## config.mk

```make
export PLATFORM = sky130hd
export DESIGN_NAME = imem_dmem_arbiter
export DESIGN_NICKNAME = d
export VERILOG_FILES = /design/src/rtl/imem_dmem_arbiter_pkg.sv /design/src/rtl/arb_fair_pick.sv /design/src/rtl/imem_dmem_arbiter.sv
export SDC_FILE = /design/constraint.sdc
export NUM_CORES = 1
export LEC_CHECK = 0
export CAP_MARGIN = 20
export CORE_MARGIN = 2
export CORE_UTILIZATION = 40
export CTS_CLUSTER_SIZE = 20
export DETAILED_ROUTE_END_ITERATION = 6
export PLACE_DENSITY = 0.86
export REMOVE_ABC_BUFFERS = 1
export SYNTH_ARGS = -nofsm -noshare
export SYNTH_HDL_FRONTEND = slang
export SYNTH_SLANG_ARGS = --single-unit
```

## constraint.sdc

```tcl
create_clock -name CLK -period 5.95 [get_ports CLK]
set_input_delay 1.19 -clock CLK [delete_from_list [all_inputs] [get_ports CLK]]
set_output_delay 1.19 -clock CLK [all_outputs]
set_load 0.005 [all_outputs]
```

## src/rtl/imem_dmem_arbiter_pkg.sv

```systemverilog
// Shared types for the instruction/data memory arbiter.
// Contents: controller state encoding, transaction owner encoding and the default data width.
package imem_dmem_arbiter_pkg;

  localparam int unsigned DefaultXlen = 32;

  typedef enum logic [1:0] {
    StIdle  = 2'd0,
    StIssue = 2'd1,
    StWait  = 2'd2,
    StResp  = 2'd3
  } arb_state_e;

  typedef enum logic {
    OwnI = 1'b0,
    OwnD = 1'b1
  } owner_e;

endpackage

```

## src/rtl/arb_fair_pick.sv

```systemverilog
// Fetch/data priority pick with starvation guard.
// Data normally wins a tie; after MaxDStreak consecutive data grants made while a fetch
// was waiting, the fetch wins the next tie.
// Ports:
//   clk_i, rst_i   clock, asynchronous active-high reset
//   arb_en_i       arbiter is idle and may grant this cycle
//   i_req_i        fetch request
//   d_req_i        data request
//   grant_o        a grant is made this cycle
//   owner_o        which requester is granted (valid with grant_o)
module arb_fair_pick import imem_dmem_arbiter_pkg::*; #(
  parameter int unsigned MaxDStreak = 4
) (
  input  logic   clk_i,
  input  logic   rst_i,
  input  logic   arb_en_i,
  input  logic   i_req_i,
  input  logic   d_req_i,
  output logic   grant_o,
  output owner_e owner_o
);

  localparam int unsigned StreakW = $clog2(MaxDStreak + 1);

  logic [StreakW-1:0] streak_q, streak_d;
  logic               streak_full;

  assign streak_full = (streak_q == StreakW'(MaxDStreak));

  always_comb begin
    grant_o  = arb_en_i & (i_req_i | d_req_i);
    owner_o  = OwnI;
    streak_d = streak_q;
    if (d_req_i && !(i_req_i && streak_full)) begin
      owner_o = OwnD;
    end
    if (grant_o) begin
      if (owner_o == OwnI) begin
        streak_d = '0;
      end else if (i_req_i && !streak_full) begin
        // Only data wins that actually kept a fetch waiting count towards the streak.
        streak_d = streak_q + 1'b1;
      end
    end
  end

  always_ff @(posedge clk_i or posedge rst_i) begin
    if (rst_i) begin
      streak_q <= '0;
    end else begin
      streak_q <= streak_d;
    end
  end

endmodule

```

## src/rtl/imem_dmem_arbiter.sv

```systemverilog
// Shares one single-port memory between instruction fetch and the load/store port.
// One transaction at a time: IDLE (arbitrate) -> ISSUE (MEM_REQ strobe) -> WAIT (until
// MEM_RVALID or timeout) -> RESP (ACK pulse to the owner).
// Ports:
//   CLK, RST                          clock, asynchronous active-high reset
//   I_REQ/I_ADDR -> I_ACK/I_RDATA     fetch port, I_STALL while pending
//   D_REQ/D_WE/D_ADDR/D_WDATA/D_BE    data port, D_ACK/D_RDATA, D_STALL while pending
//   MEM_REQ/WE/ADDR/WDATA/BE          registered memory command
//   MEM_RDATA/MEM_RVALID              memory completion
//   ERR                               sticky timeout flag
module imem_dmem_arbiter import imem_dmem_arbiter_pkg::*; #(
  parameter int unsigned XLEN         = DefaultXlen,
  parameter int unsigned TIMEOUT      = 64,
  parameter int unsigned MAX_D_STREAK = 4
) (
  input  logic            CLK,
  input  logic            RST,
  input  logic            I_REQ,
  input  logic [XLEN-1:0] I_ADDR,
  output logic            I_ACK,
  output logic [XLEN-1:0] I_RDATA,
  output logic            I_STALL,
  input  logic            D_REQ,
  input  logic            D_WE,
  input  logic [XLEN-1:0] D_ADDR,
  input  logic [XLEN-1:0] D_WDATA,
  input  logic [3:0]      D_BE,
  output logic            D_ACK,
  output logic [XLEN-1:0] D_RDATA,
  output logic            D_STALL,
  output logic            MEM_REQ,
  output logic            MEM_WE,
  output logic [XLEN-1:0] MEM_ADDR,
  output logic [XLEN-1:0] MEM_WDATA,
  output logic [3:0]      MEM_BE,
  input  logic [XLEN-1:0] MEM_RDATA,
  input  logic            MEM_RVALID,
  output logic            ERR
);

  localparam int unsigned TmoW = $clog2(TIMEOUT + 1);

  arb_state_e      state_q, state_d;
  owner_e          owner_q, owner_d;
  logic            mem_req_q, mem_req_d;
  logic            mem_we_q, mem_we_d;
  logic [XLEN-1:0] mem_addr_q, mem_addr_d;
  logic [XLEN-1:0] mem_wdata_q, mem_wdata_d;
  logic [3:0]      mem_be_q, mem_be_d;
  logic            i_ack_q, i_ack_d;
  logic            d_ack_q, d_ack_d;
  logic [XLEN-1:0] i_rdata_q, i_rdata_d;
  logic [XLEN-1:0] d_rdata_q, d_rdata_d;
  logic            err_q, err_d;
  logic [TmoW-1:0] tmo_q, tmo_d;

  logic   grant;
  owner_e pick_owner;

  arb_fair_pick #(
    .MaxDStreak (MAX_D_STREAK)
  ) u_pick (
    .clk_i    (CLK),
    .rst_i    (RST),
    .arb_en_i (state_q == StIdle),
    .i_req_i  (I_REQ),
    .d_req_i  (D_REQ),
    .grant_o  (grant),
    .owner_o  (pick_owner)
  );

  always_comb begin
    state_d     = state_q;
    owner_d     = owner_q;
    mem_req_d   = 1'b0;
    mem_we_d    = mem_we_q;
    mem_addr_d  = mem_addr_q;
    mem_wdata_d = mem_wdata_q;
    mem_be_d    = mem_be_q;
    i_ack_d     = 1'b0;
    d_ack_d     = 1'b0;
    i_rdata_d   = i_rdata_q;
    d_rdata_d   = d_rdata_q;
    err_d       = err_q;
    tmo_d       = tmo_q;

    unique case (state_q)
      StIdle: begin
        if (grant) begin
          owner_d   = pick_owner;
          mem_req_d = 1'b1;
          tmo_d     = '0;
          state_d   = StIssue;
          if (pick_owner == OwnD) begin
            mem_we_d    = D_WE;
            mem_addr_d  = D_ADDR;
            mem_wdata_d = D_WDATA;
            mem_be_d    = D_BE;
          end else begin
            mem_we_d    = 1'b0;
            mem_addr_d  = I_ADDR;
            mem_wdata_d = '0;
            mem_be_d    = 4'hF;
          end
        end
      end
      // A completion while the strobe is still out cannot belong to this command.
      StIssue: state_d = StWait;
      StWait: begin
        if (MEM_RVALID) begin
          state_d = StResp;
          i_ack_d = (owner_q == OwnI);
          d_ack_d = (owner_q == OwnD);
          if (owner_q == OwnI) begin
            i_rdata_d = MEM_RDATA;
          end else begin
            d_rdata_d = mem_we_q ? '0 : MEM_RDATA;
          end
        end else if (tmo_q == TmoW'(TIMEOUT - 1)) begin
          // Abort: answer the owner with zero data and flag the error permanently.
          state_d = StResp;
          err_d   = 1'b1;
          i_ack_d = (owner_q == OwnI);
          d_ack_d = (owner_q == OwnD);
          if (owner_q == OwnI) begin
            i_rdata_d = '0;
          end else begin
            d_rdata_d = '0;
          end
        end else begin
          tmo_d = tmo_q + 1'b1;
        end
      end
      StResp: state_d = StIdle;
    endcase
  end

  always_ff @(posedge CLK or posedge RST) begin
    if (RST) begin
      state_q     <= StIdle;
      owner_q     <= OwnI;
      mem_req_q   <= 1'b0;
      mem_we_q    <= 1'b0;
      mem_addr_q  <= '0;
      mem_wdata_q <= '0;
      mem_be_q    <= '0;
      i_ack_q     <= 1'b0;
      d_ack_q     <= 1'b0;
      i_rdata_q   <= '0;
      d_rdata_q   <= '0;
      err_q       <= 1'b0;
      tmo_q       <= '0;
    end else begin
      state_q     <= state_d;
      owner_q     <= owner_d;
      mem_req_q   <= mem_req_d;
      mem_we_q    <= mem_we_d;
      mem_addr_q  <= mem_addr_d;
      mem_wdata_q <= mem_wdata_d;
      mem_be_q    <= mem_be_d;
      i_ack_q     <= i_ack_d;
      d_ack_q     <= d_ack_d;
      i_rdata_q   <= i_rdata_d;
      d_rdata_q   <= d_rdata_d;
      err_q       <= err_d;
      tmo_q       <= tmo_d;
    end
  end

  assign I_ACK     = i_ack_q;
  assign I_RDATA   = i_rdata_q;
  assign I_STALL   = I_REQ & ~i_ack_q;
  assign D_ACK     = d_ack_q;
  assign D_RDATA   = d_rdata_q;
  assign D_STALL   = D_REQ & ~d_ack_q;
  assign MEM_REQ   = mem_req_q;
  assign MEM_WE    = mem_we_q;
  assign MEM_ADDR  = mem_addr_q;
  assign MEM_WDATA = mem_wdata_q;
  assign MEM_BE    = mem_be_q;
  assign ERR       = err_q;

endmodule
```

==> impl_metrics.yaml <==
run_status:
  outcome: "complete, no violations"
detailed_routing:
  met3_length_um: 1110
  drt_iter0_drc: 301
  dr_total_vias: 4876
  wl_met2_um: 8680
  wl_per_cell_um: 18.4
  ant_nets: 0
  dr.pass1.iters: 4
  post_drt_via_cell_ratio: 5.27
  totalWireLength_um: 17100
  topRoutingLayerUsed: "met4"
  met1_length_um: 6890
  post-route-drc-count: 0
synth:
  yosysSeqAreaShare_pct: 63.8
  yosys_warnings: 0
  syn_area_mm2: 0.00588
  async_flop_share_pct: 100
  synth-seq-cells: 150
  synth_edf_count: 0
  synth_cell_types: 38
  synthCells: 461
  synth_flop_cell: "dfrtp_1"
  syn_area_per_cell_um2: 12.8
setup_path:
  path_max_fanout: 10
  cp_num_buf_inv: 2
  rr_worst_depth: 7
  critPathCaptureType: "output pin"
  cp-startpoint: "D_REQ"
  regToRegEndpoint: "I_RDATA[30]"
  worstPathRequired_ps: 4760
  r2r_start: "state_q[0]"
  path_delay_family: "buffers and inverters"
  cp_common_cell: "clkdlybuf4s50_1"
  max_stage_delay_ps: 720
  critPathKind: "input pin to output pin"
  cp_cell_sequence: "clkdlybuf4s50_1, nor2b_1, clkdlybuf4s50_1"
  arrival_ps: 2620
  crit_path_start_kind: "input pin"
  critPathCapture: "D_STALL"
  rrSetupSlack_ps: 3560
  cp_slowest_cell: "clkdlybuf4s50_1"
  cp.depth: 3
clock_tree:
  ctsRootBufferMaster: "clkbuf_16"
  post_cts_resize_count: 0
  clkLatencyLatePin_ps: 410
  numCtsBuffers: 17
  cts.path.max_buffers: 2
  htreeDepth: 4
  cts_tree: "yes"
  post_cts_buffers: 0
  ctsHoldBuffers: 0
  clkSlewWorstSetupHoldPaths_ps: 60
  clock-sinks: 150
sta:
  period_needed_ps: 3810
  tightest_slew_ps: 958
  clock_skew_ps: 7.77
  max_freq_mhz: 263
  hold_viol: 0
  tns_ps: 0
  relSlewSlack_pct: 35.9
  fin_crit_sh_pct: 64.0
  rsz0062_at_grt: "no"
  setup_ws_ps: 2140
  finalSetupViolations: 0
  drv_slew: 0
global_route:
  overflow: 0
  grt_max_degree: 110
  antenna_found_initial: 0
  grt_first_pass_wirelength_um: 27000
  groute.usage.overall_pct: 21.7
  grt_pass1_vias: 5117
pwr:
  ir_drop_uv: 272
  p_per_area_mw_per_mm2: 516
  p_leak_nw: 4.17
floorplan:
  initial_utilization_pct: 40.8
  rows: 44
  coreArea_mm2: 0.0144
  die_area_mm2: 0.0157
  io_pins: 277
  die_width_um: 125
  die_h_um: 125
place:
  routabilityCongestion: 0.828
  place_hpwl_um: 12000
  post-place-ws_ps: 2160
  port_buffers: 276
cells_and_area:
  final_cell_mix: "clkdlybuf4s50_1 (276), dfrtp_1 (150), a22o_1 (97), nand2_1 (43), o21ai_0 (40)"
  antennaDiodeCount: 0
  final_nets: 873
  area_delta_synth_final_pct: 60.7
  drive_gt1_share_pct: 6.47
  fillerInstances: 1042
  final_common_cell: "clkdlybuf4s50_1"
worst_hold_path:
  min_from: "ERR"
  hp-class: "flop to flop"
job:
  maxCapViolations: 0
per-layer routing:
layer / GRT usage (%) / up-vias
li1: - / 2231
met1: 26.4 / 2378
met2: 37.3 / 236
met3: 5.35 / 31
met4: 8.63 / 0
met5: 0 / -
power by group:
| group | switching, mW | leakage, nW | internal, mW |
|---|---|---|---|
| clock | 0.411 | 0.305 | 0.722 |
| sequential | 0.292 | 1.90 | 1.50 |
| combinational | 0.729 | 1.97 | 1.23 |
| total | 1.43 | 4.17 | 3.45 |
cell type report:
class | instances | area (um2) | share of cell area (%)
sequential | 150 | 3750 | 39.7
timing repair buffer | 283 | 2830 | 30.0
inverter | 11 | 46.3 | 0.490
tap | 184 | 230 | 2.43
clock inverter | 12 | 176 | 1.87
multi-input combinational | 267 | 1960 | 20.8
clock buffer | 19 | 453 | 4.79
cell usage after synthesis, drive strengths merged (3+ instances only):
cell	instances	area [um2]
o22a	5	43.8
a22o	97	850
clkbuf	18	67.6
dfrtp	150	3750
nand3	8	45.0
nor2b	3	18.8
ha	5	62.6
buf	15	77.6
o21ai	42	210
nor2	4	15.0
inv	11	41.3
nand2	44	165
mux2i	32	320
logic make-up (layout without fill, tap and decap cells):
logic type / Yosys count / count (layout) / synth area share [%]
multiplexers: 33 / 33 / 5.64
buffers and inverters: 44 / 325 / 3.17
AO/OA/AOI/OAI: 157 / 157 / 20.7
AND/OR/NAND/NOR: 72 / 72 / 5.61
flip-flops: 150 / 150 / 63.8
adder cells (fa/ha/maj): 5 / 5 / 1.06
registers in the layout (all words and copies together) (netlist names):
register / count
ERR: 1
u_pick.streak_q: 3
I_RDATA: 32
MEM_REQ: 1
MEM_WE: 1
MEM_ADDR: 32
MEM_BE: 4
MEM_WDATA: 32
state_q: 2
tmo_q: 7
owner_q: 1
D_RDATA: 32
I_ACK: 1
D_ACK: 1
per-stage QoR:
step / instances / hold slack, ps / power (mW) / area, um2 / utilization (%)
after floorplan: 428 / 451 / 2.49 / 5740 / -
after global placement: 894 / 444 / 3.66 / 8800 / 61.0
after detailed placement: 894 / 447 / 3.75 / 8800 / 61.0
after CTS: 925 / 461 / 4.91 / 9430 / 65.4
after global routing: 926 / 473 / 5.15 / 9460 / 65.6
final: 926 / 465 / 4.88 / 9460 / 65.6
how the worst min path moves through the flow:
stage	endpoint	slack, ps	cells past startpoint
floorplan	ERR	450	1
global placement	ERR	440	1
detailed placement	ERR	450	1
CTS	ERR	460	1
global route	ERR	470	1
finish	ERR	460	1
(Power assumes the default switching activity.)
